==> src/rtl/inta_sequencer.sv <==
// inta_sequencer: 8259 interrupt-acknowledge sequencer (INTA pulse counting, ISR strobes, cascade and vector drive)
module inta_sequencer #(
    parameter int SYNC_STAGES = 2,
    parameter int TIMEOUT_CYC = 1024
) (
    input  logic       clk,
    input  logic       rst_n,
    input  logic       inta_n,
    input  logic       int_req,
    input  logic [7:0] highest_ir,
    input  logic [2:0] icw1_a,
    input  logic [7:0] icw2,
    input  logic [7:0] icw3,
    input  logic       upm,
    input  logic       aeoi,
    input  logic       sngl,
    input  logic       sp_en,
    input  logic [2:0] cas_in,
    output logic       irq,
    output logic       freeze,
    output logic [2:0] cas_out,
    output logic       cas_oe,
    output logic [7:0] data_out,
    output logic       data_oe,
    output logic [7:0] isr_set,
    output logic [7:0] isr_clr,
    output logic       ack_done,
    output logic       ack_err
);
    localparam int CW = $clog2(TIMEOUT_CYC + 1);
    typedef enum logic [2:0] {IDLE, PULSE1, GAP1, PULSE2, GAP2, PULSE3} state_t;
    state_t state, state_nx;
    logic [SYNC_STAGES-1:0] sync;
    logic prev, fall, rise, fin, spur, spur_nx, resp, resp_q, resp_nx, cas, p1_oe;
    logic [7:0] ir, ir_nx, lat_ir;
    logic [2:0] idx;
    logic [CW-1:0] cnt, cnt_nx;
    logic irq_nx, freeze_nx, cas_oe_nx, data_oe_nx, done_nx, err_nx;
    logic [2:0] cas_out_nx;
    logic [7:0] data_out_nx, isr_set_nx, isr_clr_nx;

    always_ff @(posedge clk or negedge rst_n) begin
        if (!rst_n) begin
            sync <= '1;
            prev <= 1'b1;
        end else begin
            sync <= {sync[SYNC_STAGES-2:0], inta_n};
            prev <= sync[SYNC_STAGES-1];
        end
    end

    assign fall = prev & ~sync[SYNC_STAGES-1];
    assign rise = ~prev & sync[SYNC_STAGES-1];

    // In IDLE the IR about to be latched drives idx so PULSE1 entry sees its own vector
    always_comb begin
        lat_ir = (state == IDLE) ? ((highest_ir == 8'h00) ? 8'h80 : highest_ir) : ir;
        idx = {|(lat_ir & 8'hF0), |(lat_ir & 8'hCC), |(lat_ir & 8'hAA)};
        resp = sngl | (sp_en & ~icw3[idx]) | (~sp_en & (cas_in == icw3[2:0]));
        cas = sp_en & ~sngl & icw3[idx];
        p1_oe = ~upm & (sngl | sp_en) & resp;
    end

    always_comb begin
        state_nx = state;
        ir_nx = ir;
        spur_nx = spur;
        resp_nx = resp_q;
        cnt_nx = cnt;
        irq_nx = irq;
        freeze_nx = freeze;
        cas_out_nx = cas_out;
        cas_oe_nx = cas_oe;
        data_out_nx = data_out;
        data_oe_nx = data_oe;
        isr_set_nx = '0;
        isr_clr_nx = '0;
        done_nx = 1'b0;
        err_nx = 1'b0;
        fin = 1'b0;
        unique case (state)
            IDLE: begin
                irq_nx = int_req;
                if (fall) begin
                    state_nx = PULSE1;
                    ir_nx = lat_ir;
                    spur_nx = (highest_ir == 8'h00);
                    irq_nx = 1'b0;
                    freeze_nx = 1'b1;
                    cas_oe_nx = cas;
                    cas_out_nx = cas ? idx : 3'd0;
                    data_oe_nx = p1_oe;
                    data_out_nx = p1_oe ? 8'hCD : 8'h00;
                end
            end
            PULSE1: if (rise) begin
                state_nx = GAP1;
                resp_nx = resp;
                data_oe_nx = 1'b0;
                data_out_nx = 8'h00;
                cnt_nx = '0;
                isr_set_nx = ((resp | sp_en) & ~spur) ? ir : 8'h00;
            end
            GAP1, GAP2: begin
                if (fall) begin
                    state_nx = (state == GAP1) ? PULSE2 : PULSE3;
                    cnt_nx = '0;
                    data_oe_nx = resp_q;
                    data_out_nx = !resp_q ? 8'h00 : (state == GAP2) ? icw2 :
                                  upm ? {icw2[7:3], idx} : {icw1_a, idx, 2'b00};
                end else if (cnt == CW'(TIMEOUT_CYC - 1)) begin
                    state_nx = IDLE;
                    err_nx = 1'b1;
                    freeze_nx = 1'b0;
                    cas_oe_nx = 1'b0;
                    cas_out_nx = 3'd0;
                    cnt_nx = '0;
                end else begin
                    cnt_nx = cnt + 1'b1;
                end
            end
            PULSE2: if (rise) begin
                data_oe_nx = 1'b0;
                data_out_nx = 8'h00;
                cnt_nx = '0;
                fin = upm;
                state_nx = upm ? PULSE2 : GAP2;
            end
            PULSE3: fin = rise;
            default: state_nx = IDLE;
        endcase
        if (fin) begin
            state_nx = IDLE;
            done_nx = 1'b1;
            freeze_nx = 1'b0;
            cas_oe_nx = 1'b0;
            cas_out_nx = 3'd0;
            data_oe_nx = 1'b0;
            data_out_nx = 8'h00;
            isr_clr_nx = (aeoi & ~spur) ? ir : 8'h00;
        end
    end

    always_ff @(posedge clk or negedge rst_n) begin
        if (!rst_n) begin
            state <= IDLE;
            ir <= '0;
            spur <= 1'b0;
            resp_q <= 1'b0;
            cnt <= '0;
            irq <= 1'b0;
            freeze <= 1'b0;
            cas_out <= '0;
            cas_oe <= 1'b0;
            data_out <= '0;
            data_oe <= 1'b0;
            isr_set <= '0;
            isr_clr <= '0;
            ack_done <= 1'b0;
            ack_err <= 1'b0;
        end else begin
            state <= state_nx;
            ir <= ir_nx;
            spur <= spur_nx;
            resp_q <= resp_nx;
            cnt <= cnt_nx;
            irq <= irq_nx;
            freeze <= freeze_nx;
            cas_out <= cas_out_nx;
            cas_oe <= cas_oe_nx;
            data_out <= data_out_nx;
            data_oe <= data_oe_nx;
            isr_set <= isr_set_nx;
            isr_clr <= isr_clr_nx;
            ack_done <= done_nx;
            ack_err <= err_nx;
        end
    end
endmodule

==> config.mk <==
export PLATFORM = sky130hd
export DESIGN_NAME = inta_sequencer
export DESIGN_NICKNAME = d
export VERILOG_FILES = /design/src/rtl/inta_sequencer.sv
export SDC_FILE = /design/constraint.sdc
export NUM_CORES = 1
export LEC_CHECK = 0
export BUFFER_PORTS_ARGS = -buffer_cell sky130_fd_sc_hd__clkbuf_2
export CORE_MARGIN = 2
export CORE_UTILIZATION = 48
export DETAILED_ROUTE_END_ITERATION = 8
export GPL_TIMING_DRIVEN = 0
export PLACE_DENSITY = 0.88
export SETUP_SLACK_MARGIN = 0.05
export SLEW_MARGIN = 20
export SYNTH_ARGS = -nofsm -noshare
export SYNTH_HDL_FRONTEND = slang
export SYNTH_SLANG_ARGS = --single-unit
==> constraint.sdc <==
create_clock -name clk -period 2.5 [get_ports clk]
set_clock_uncertainty 0.15 [all_clocks]
set_input_delay 0.25 -clock clk [delete_from_list [all_inputs] [get_ports clk]]
set_output_delay 0.25 -clock clk [all_outputs]
set_load 0.02 [all_outputs]
# Word level (Yosys, flattened, before mapping)
# Cells that the tools add are included.
[totals]
register_bits = 60
latch_bits = 0
ramBits = 0
rom_bits = 0
out_inout_bits = 33
mem_count = 0
[op_classes]
n_addsub = 1
mul = 0
div = 0
magnitude_cmp = 1
n_eq_ne = 17
shift = 0
n_mux = 56
bitwise_logic = 21
reduce_logical = 16
[op_table]
columns = ["op", "count"]
rows = [
  ["8-bit two-way mux", 15],
  ["3-bit two-way mux", 12],
  ["11-bit two-way mux", 3],
  ["8-bit one-hot mux with 3 select lines", 1],
  ["11-bit one-hot mux with 2 select lines", 1],
  ["3-bit inequality test, second input constant", 6],
  ["1-bit two-way mux", 17],
  ["3-bit one-hot mux with 5 select lines", 1],
  ["4-bit OR reduction", 3],
  ["11-bit by 1-bit adder with 11-bit output, second input constant", 1],
  ["11-bit by 10-bit equality test with 1-bit output, second input constant", 1],
  ["1-bit bitwise AND", 10],
  ["8-bit logical NOT", 1],
  ["4-bit AND reduction", 2],
  ["1-bit NOT", 7],
  ["3-bit by 2-bit equality test with 1-bit output, second input constant", 2],
  ["3-bit equality test, second input constant", 2],
  ["1-bit one-hot mux with 2 select lines", 3],
  ["3-bit one-hot mux with 2 select lines", 1],
  ["2-bit AND reduction", 3],
  ["5-bit AND reduction", 1],
  ["3-bit by 4-bit < comparator with 1-bit output, second input constant", 1],
  ["4-bit inequality test, second input constant", 1],
  ["1-bit bitwise OR", 4],
  ["12 further kinds", 13],
]

# Longest topological paths before layout
# Gate-level depths: netlist of the first run.
[logic_depth]
ltp_word = 15
mapped_depth = 9

# Worst setup path after synthesis of the first run
# Ideal clock, no wire load.
[synth_path]
path_kind = "input to register"
startpoint = "input port highest_ir[5]"
endpoint = "register cas_out[1]"
setup_time_ns = 0.122
t_arrival_ns = 2.398
setup_slack_ns = -0.170
cell_stages = 8
path_buffers = 2
path_cell_list = "or4_4 -> buf_6 -> o211a_1 -> nor2_2 -> mux2_2 -> a2111o_1 -> buf_6 -> a32o_1"
[synth_between]
elab_chain_len = 11
[synth_rtl]
columns = ["item", "line_no", "source"]
rows = [
  ["start: declaration", "10", "input logic [7:0] highest_ir,"],
  ["8-bit logical NOT", "57", "lat_ir = (state == IDLE) ? ((highest_ir == 8'h00) ? 8'h80 : highest_ir) : ir;"],
  ["8-bit two-way mux * (2 in series)", "57", ""],
  ["4-bit OR reduction", "58", "idx = {|(lat_ir & 8'hF0), |(lat_ir & 8'hCC), |(lat_ir & 8'hAA)};"],
  ["1-bit binary-select mux with 3-bit select", "60", "cas = sp_en & ~sngl & icw3[idx];"],
  ["1-bit two-way mux (not written as such)", "60", ""],
  ["1-bit bitwise AND", "60", ""],
  ["3-bit two-way mux *", "91", "cas_out_nx = cas ? idx : 3'd0;"],
  ["3-bit two-way mux *", "84", "if (fall) begin"],
  ["3-bit one-hot mux with 2 select lines *", "81", "unique case (state)"],
  ["3-bit two-way mux *", "132", "if (fin) begin"],
  ["end signal: assignment", "169", "cas_out <= cas_out_nx;"],
  ["end: declaration", "21", "output logic [2:0] cas_out,"],
]
# Every way passes the cells marked *; elsewhere a longest branch is shown, timed or not. The select of a mux whose other input is x is not followed.
# A chain may end at the register's enable or synchronous reset.

# Worst setup path in the final report of the first run
[layout_path]
startpoint = "register state[0]"
endpoint = "register cas_out[1]"
[layout_between]
elab_chain_len = 10
[layout_rtl]
columns = ["item", "line_no", "source"]
rows = [
  ["start: declaration", "32", "state_t state, state_nx;"],
  ["start signal: assignment", "162", "state <= state_nx;"],
  ["3-bit logical NOT", "57, 81", ""],
  ["8-bit two-way mux", "57", ""],
  ["4-bit OR reduction", "58", ""],
  ["1-bit binary-select mux with 3-bit select", "60", ""],
  ["1-bit two-way mux (not written as such)", "60", ""],
  ["1-bit bitwise AND", "60", ""],
  ["3-bit two-way mux", "91", ""],
  ["3-bit two-way mux", "84", ""],
  ["3-bit one-hot mux with 2 select lines", "81", ""],
  ["3-bit two-way mux", "132", ""],
]
# Several ways; a longest one is shown, not always the timed one. The select of a mux whose other input is x is not followed.

==> reports/results.tsv, run 1 <==
stage	metric	value	unit
sta	finalCritPeriodShare	105	%
synthesis	syn_nets	349	
clock_network	cts_sinks	60	
critical_path	required	2.59	ns
final_layout	diodes	0	
clock_network	cts_buffers	9	
clock_network	cts_tree	yes	
sta	rsz0062_at_grt	yes	
critical_path	worst_ep_arrival_time	2.70	ns
final_layout	n_fill_cell	448	
sta	fin_setup_tns	-0.686	ns
route	met2_length	3.83	mm
critical_path	cp_max_fo	6	
final_layout	final_util	66.1	%
placed_design	dpl.cell_count	455	
route	top_layer_used	met4	
route	postRouteAntennaNets	0	
global_route	grt_overflow	0	
floorplanning	die_area	6840	um2
placed_design	pre_cts_ws	-0.450	ns
clock_network	clock_latency	0.35	ns
sta	max_slew_margin	58.1	%
route	via_per_inst	5.71	
final_layout	area_growth_syn_to_layout	32.3	%
final_layout	mostFrequentLayoutCells	clkbuf_2 (69), dfrtp_1 (57), nand2_1 (53), o21ai_0 (23)	
critical_path	start_kind	flip-flop	
route	drt_pass1_iterations	6	
floorplanning	die_width	82.7	um
route	wl_met1	3.31	mm
clock_network	h-tree-depth	3	
route	routed_wl	7.85	mm
global_route	grtUsageTotal	25.3	%
status	status	complete, but fails checks	
global_route	grt_start_max_net_pins	40	
sta	fin_ws	-0.117	ns
floorplanning	die_h	82.7	um
synthesis	syn_inst	310	
synthesis	synth_cell_types	53	
floorplanning	num_rows	28	
power	power_density	1040	nW/um2
sta	worst_pin_slew	0.629	ns
placed_design	place_area	3460	um2
flow_run	maxCapViolations	0	
sta	finalHoldViolCount	0	
route	vias	2796	
synthesis	synth_warnings	0	
route	drc	0	
sta	period_needed	2.62	ns
clock_network	clockBufferDepth	2	
power	p_leak	1.92	nW
global_route	antenna_found_initial	0	
route	dr_wl_met3	634	um
route	wl_per_cell	16.0	um
critical_path	crit_path_end_kind	flip-flop	
route	drtIter0Drc	276	
placed_design	gp_congestion	0.872	
placed_design	io_buffers	69	
placed_design	post-dp-hpwl	5.34	mm
power	p_total	4.09	mW
final_layout	final_common_cell	clkbuf_2	
sta	slew_violations	0	
floorplanning	pin_count	71	
synthesis	ys.flop_type	dfrtp_1	
final_layout	final_layout_size_suffix_gt1_share	33.0	%
sta	hold_slack	0.0312	ns
global_route	grt_pass1_vias	2713	
status	violations	negative setup slack	
global_route	grt_pass1_wl	12.9	mm
power	peakVddDrop	0.000611	V
final_layout	layout.nets	449	
worst_hold_path	hold_class	in -> reg	
synthesis	synthArstFlopShare	100	%
final_layout	finalNonFillerCells	490	
synthesis	synth_seq_cells	60	
floorplanning	core_area	5960	um2
sta	finalSetupViolCount	11	
synthesis	avgSynthCellArea	9.60	um2
floorplanning	initial_utilization	50.0	%
critical_path	worstSetupPathType	reg -> reg	
synthesis	synth_edf_count	0	
clock_network	root_buffer	clkbuf_8	
final_layout	finalInstanceArea	3940	um2
clock_network	clkTransAtPathRegs	0.07	ns
synthesis	syn_area	2980	um2
synthesis	yosysSeqAreaShare	50.6	%
sta	fmax	382	MHz
-- logic make-up (layout without fill, tap and decap cells) --
| logic type | after synthesis | count (layout) | synth area share (%) |
|---|---|---|---|
| and+or+nand+nor | 141 | 141 | 24.3 |
| AOI/OAI and AO/OA | 73 | 73 | 16.8 |
| DFF | 60 | 60 | 50.6 |
| buffers and inverters | 20 | 125 | 3.20 |
| xor gates and xnor gates | 8 | 8 | 2.36 |
| muxes | 7 | 7 | 2.40 |
| adders and majority gates | 1 | 1 | 0.420 |
-- where the power goes --
group | internal, mW | switching (mW)
clock network | 0.464 | 0.412
logic | 0.725 | 1.11
registers | 1.19 | 0.180
-- state kept, by name (all words and copies together) (netlist names), 2 cells and up --
register / cells
cnt: 11
data_out: 8
sync: 2
cas_out: 3
isr_clr: 8
ir: 8
state: 3
isr_set: 8
-- synthesized netlist by cell type, drive strengths merged, types with 5 or more instances --
master / instances / area, um2
and2: 19 / 119
a21oi: 6 / 30.0
nor4: 7 / 43.8
mux2i: 6 / 60.1
xor2: 5 / 43.8
buf: 7 / 46.3
nand3: 7 / 35.0
clkbuf: 7 / 26.3
nand2: 54 / 203
inv: 6 / 22.5
a31oi: 6 / 37.5
nor2b: 5 / 31.3
o21ai: 26 / 130
nor2: 20 / 77.6
nand2b: 5 / 31.3
dfrtp: 57 / 1430
nor3: 5 / 41.3
-- repair_timing --
item / CTS / global route
pin swaps: 6 / 3
endpoints found under the setup margin: 14 / 17
endpoints found under the hold margin: 59 / 0
resized for setup: 8 / 22
hold buffers: 7 / 0
buffers inserted: 6 / 5
gates cloned: 1 / 0
-- critical path, cell delays in order, from the launching register on --
cell and delay (ns):
dfrtp_1 0.37, buf_6 0.13, or3_1 0.35, clkbuf_8 0.16, and2_4 0.14, nor2_4 0.11, mux2_4 0.31, a2111o_1 0.42
buf_6 0.16, a32o_1 0.21
-- final timing paths --
kind                                from          to  slack [ns]  cells after the start
setup / recovery                state[0]  cas_out[1]       -0.12                      9
setup reg to reg                state[0]  cas_out[1]       -0.12                      9
min in group asynchronous          rst_n      cas_oe        0.22                      2
hold / removal             highest_ir[3]       ir[3]        0.03                      3
max in group asynchronous          rst_n     ack_err        1.48                      3
hold reg to reg                  sync[0]     sync[1]        0.21                      0
-- metal layers --
metal / up-vias / global-route usage [%]
li1: 1310 / -
met1: 1348 / 32.1
met2: 130 / 42.3
met3: 8 / 7.28
met4: 0 / 6.89
met5: - / 0
-- final cells by class --
cell class                      count  area [um2]  area share [%]
Tap cell                           75        93.8            2.38
Sequential cell                    60        1510            38.2
Clock inverter                      7        75.1            1.91
Timing Repair Buffer               89         541            13.7
Multi-Input combinational cell    230        1470            37.4
Inverter                            6        22.5           0.572
Buffer                             14         103            2.61
Clock buffer                        9         124            3.15
No activity file was read; power rests on OpenSTA's default activity.
==> run 2, diff against run 1 <==
--- a/config.mk
+++ b/config.mk
@@ -11,7 +11,6 @@
 export DETAILED_ROUTE_END_ITERATION = 8
 export GPL_TIMING_DRIVEN = 0
 export PLACE_DENSITY = 0.88
-export SETUP_SLACK_MARGIN = 0.05
 export SLEW_MARGIN = 20
 export SYNTH_ARGS = -nofsm -noshare
 export SYNTH_HDL_FRONTEND = slang
==> run 2 against run 1 <==
The run still ends with negative setup slack left. Maximum frequency up 2.6%. Final cell count unchanged. Critical path depth down 2. Non-clock buffer count unchanged. First-iteration DRC count down 33%. Critical path type unchanged. Largest power group unchanged.
==> reports/results.tsv, run 2 (synthesis results as in run 1) <==
stage	metric	value	unit	change
clock_network	root_buffer	clkbuf_8		unchanged
floorplanning	initial_utilization	50.0	%	unchanged
sta	fin_ws	-0.0502	ns	was -0.117 ns
critical_path	rrSetupSlack	-0.05	ns	was -0.12 ns
final_layout	n_fill_cell	468		was 448
floorplanning	die_width	82.7	um	unchanged
final_layout	diodes	0		unchanged
final_layout	largest_reg_flops	11		unchanged
route	drc	0		unchanged
final_layout	area_growth_syn_to_layout	31.9	%	was 32.3%
floorplanning	die_h	82.7	um	unchanged
route	postRouteAntennaNets	0		unchanged
placed_design	io_buffers	69		unchanged
route	drt_pass1_iterations	5		was 6
placed_design	post-dp-hpwl	5.41	mm	was 5.34 mm
sta	hold_slack	0.0230	ns	was 0.0312 ns
global_route	grt_pass1_wl	12.8	mm	was 12.9 mm
route	drtIter0Drc	185		was 276
sta	finalHoldViolCount	0		unchanged
worst_hold_path	min_path_cells	3		unchanged
floorplanning	core_area	5960	um2	unchanged
clock_network	clkTransAtPathRegs	0.08	ns	was 0.07 ns
clock_network	cts_buffers	9		unchanged
sta	worst_pin_slew	0.667	ns	was 0.629 ns
power	power_density	1060	nW/um2	was 1040 nW/um2
critical_path	r2r_cells	7		was 9
sta	max_slew_margin	55.5	%	was 58.1%
global_route	grtUsageTotal	25.2	%	was 25.3%
route	vias	2849		was 2796
clock_network	clock_latency	0.35	ns	about the same
power	p_leak	1.92	nW	about the same
worst_hold_path	hp-start	int_req		was highest_ir[3]
worst_hold_path	hold-path-endpoint	irq		was ir[3]
flow_run	maxCapViolations	0		unchanged
final_layout	layout.nets	449		unchanged
sta	period_needed	2.55	ns	was 2.62 ns
critical_path	worstSetupPathType	reg -> reg		unchanged
placed_design	pre_cts_ws	-0.374	ns	was -0.450 ns
final_layout	mostFrequentLayoutCells	clkbuf_2 (68), dfrtp_1 (56), nand2_1 (53), o21ai_0 (25)		was clkbuf_2 (69), dfrtp_1 (57), nand2_1 (53), o21ai_0 (23)
floorplanning	die_area	6840	um2	unchanged
global_route	grt_start_max_net_pins	41		was 40
sta	finalCritPeriodShare	102	%	was 105%
route	via_per_inst	5.81		was 5.71
power	peakVddDrop	0.000632	V	was 0.000611 V
global_route	grt_pass1_vias	2714		was 2713
critical_path	cp_max_fo	10		was 6
sta	slew_violations	0		unchanged
status	status	complete, but fails checks		unchanged
worst_hold_path	hold_class	in -> reg		unchanged
global_route	grt_overflow	0		unchanged
sta	finalSetupViolCount	6		was 11
critical_path	required	2.59	ns	about the same
final_layout	final_layout_size_suffix_gt1_share	32.5	%	was 33.0%
placed_design	gp_congestion	0.873		was 0.872
global_route	antenna_found_initial	0		unchanged
final_layout	final_common_cell	clkbuf_2		unchanged
clock_network	clockBufferDepth	2		unchanged
status	violations	negative setup slack		unchanged
final_layout	regArea	1510	um2	about the same
sta	fmax	392	MHz	was 382 MHz
critical_path	start_kind	flip-flop		unchanged
critical_path	r2r_start	state[0]		unchanged
final_layout	multi_input_area	1470	um2	about the same
route	routed_wl	8.06	mm	was 7.85 mm
sta	fin_setup_tns	-0.163	ns	was -0.686 ns
clock_network	cts_tree	yes		unchanged
clock_network	h-tree-depth	3		unchanged
critical_path	crit_path_end_kind	flip-flop		unchanged
clock_network	cts_sinks	60		unchanged
final_layout	final_util	65.9	%	was 66.1%
route	wl_per_cell	16.4	um	was 16.0 um
critical_path	timing.rr.end	cas_out[1]		unchanged
final_layout	largest_register	cnt		unchanged
critical_path	worst_ep_arrival_time	2.64	ns	was 2.70 ns
floorplanning	pin_count	71		unchanged
sta	rsz0062_at_grt	yes		unchanged
floorplanning	num_rows	28		unchanged
-- run 2: cell count changes in the layout (fill, tap and decap cells not counted), moves of 2 or more --
cell           before  now
nor3_2              3    0
dlygate4sd3_1       7    5
buf_4              11   15
o21ai_0            23   25
clkinv_4            0    2
nor3_4              1    3
o221ai_1            2    4
o221ai_2            2    0
-- run 2: routing by layer --
metal  routed length, um  vias to the layer above  GRT usage [%]
li1                    -                     1309              -
met1                3330                     1340           32.7
met2                3810                      176           39.2
met3                 720                       24           7.17
met4                 200                        0           11.6
met5                   0                        -              0
-- run 2: worst max-delay path by stage --
stage / startpoint / to / depth (start not counted)
4_1_cts: state[1] / cas_out[1] / 8
2_1_floorplan: highest_ir[2] / cas_out[1] / 8
6_report: state[0] / cas_out[1] / 7
5_1_grt: state[0] / cas_out[1] / 7
3_3_place_gp: highest_ir[2] / cas_out[1] / 9
3_5_place_dp: sync[1] / data_oe / 6
-- run 2: report_power, final --
part / switching, mW / total (mW) / internal, mW
clock: 0.408 / 0.872 / 0.464
combinational: 1.11 / 1.89 / 0.775
sequential: 0.203 / 1.40 / 1.19
-- run 2: through the flow --
stage	power, mW	cells	area (um2)
CTS	3.92	482	3800
global placement	2.80	454	3440
global route	4.40	490	3930
floorplan	2.41	310	3000
finish	4.16	490	3930
detailed placement	2.88	455	3460
-- run 2: what timing repair did --
action | in CTS | in global routing
setup endpoints to repair | 14 | 19
hold buffers | 5 | 0
buffers inserted | 8 | 8
endpoints found under the hold margin | 58 | 0
resized for setup | 11 | 12
pin swaps | 6 | 3
-- run 2: worst max-delay path, cell delays in order (launching register included) --
cell	delay, ns
dfrtp_2	0.47
or3_4	0.44
and2_4	0.17
nor2_4	0.10
mux2_4	0.31
a2111o_1	0.44
buf_6	0.16
a32o_1	0.21
-- run 2: area by class of cell --
cell class / instances / area share (%)
sequential: 60 / 38.4
multi-input combinational: 230 / 37.4
timing repair buffer: 91 / 14.1
clock buffer: 9 / 3.16
tap: 75 / 2.39
buffer: 12 / 2.01
clock inverter: 7 / 1.94
inverter: 6 / 0.574
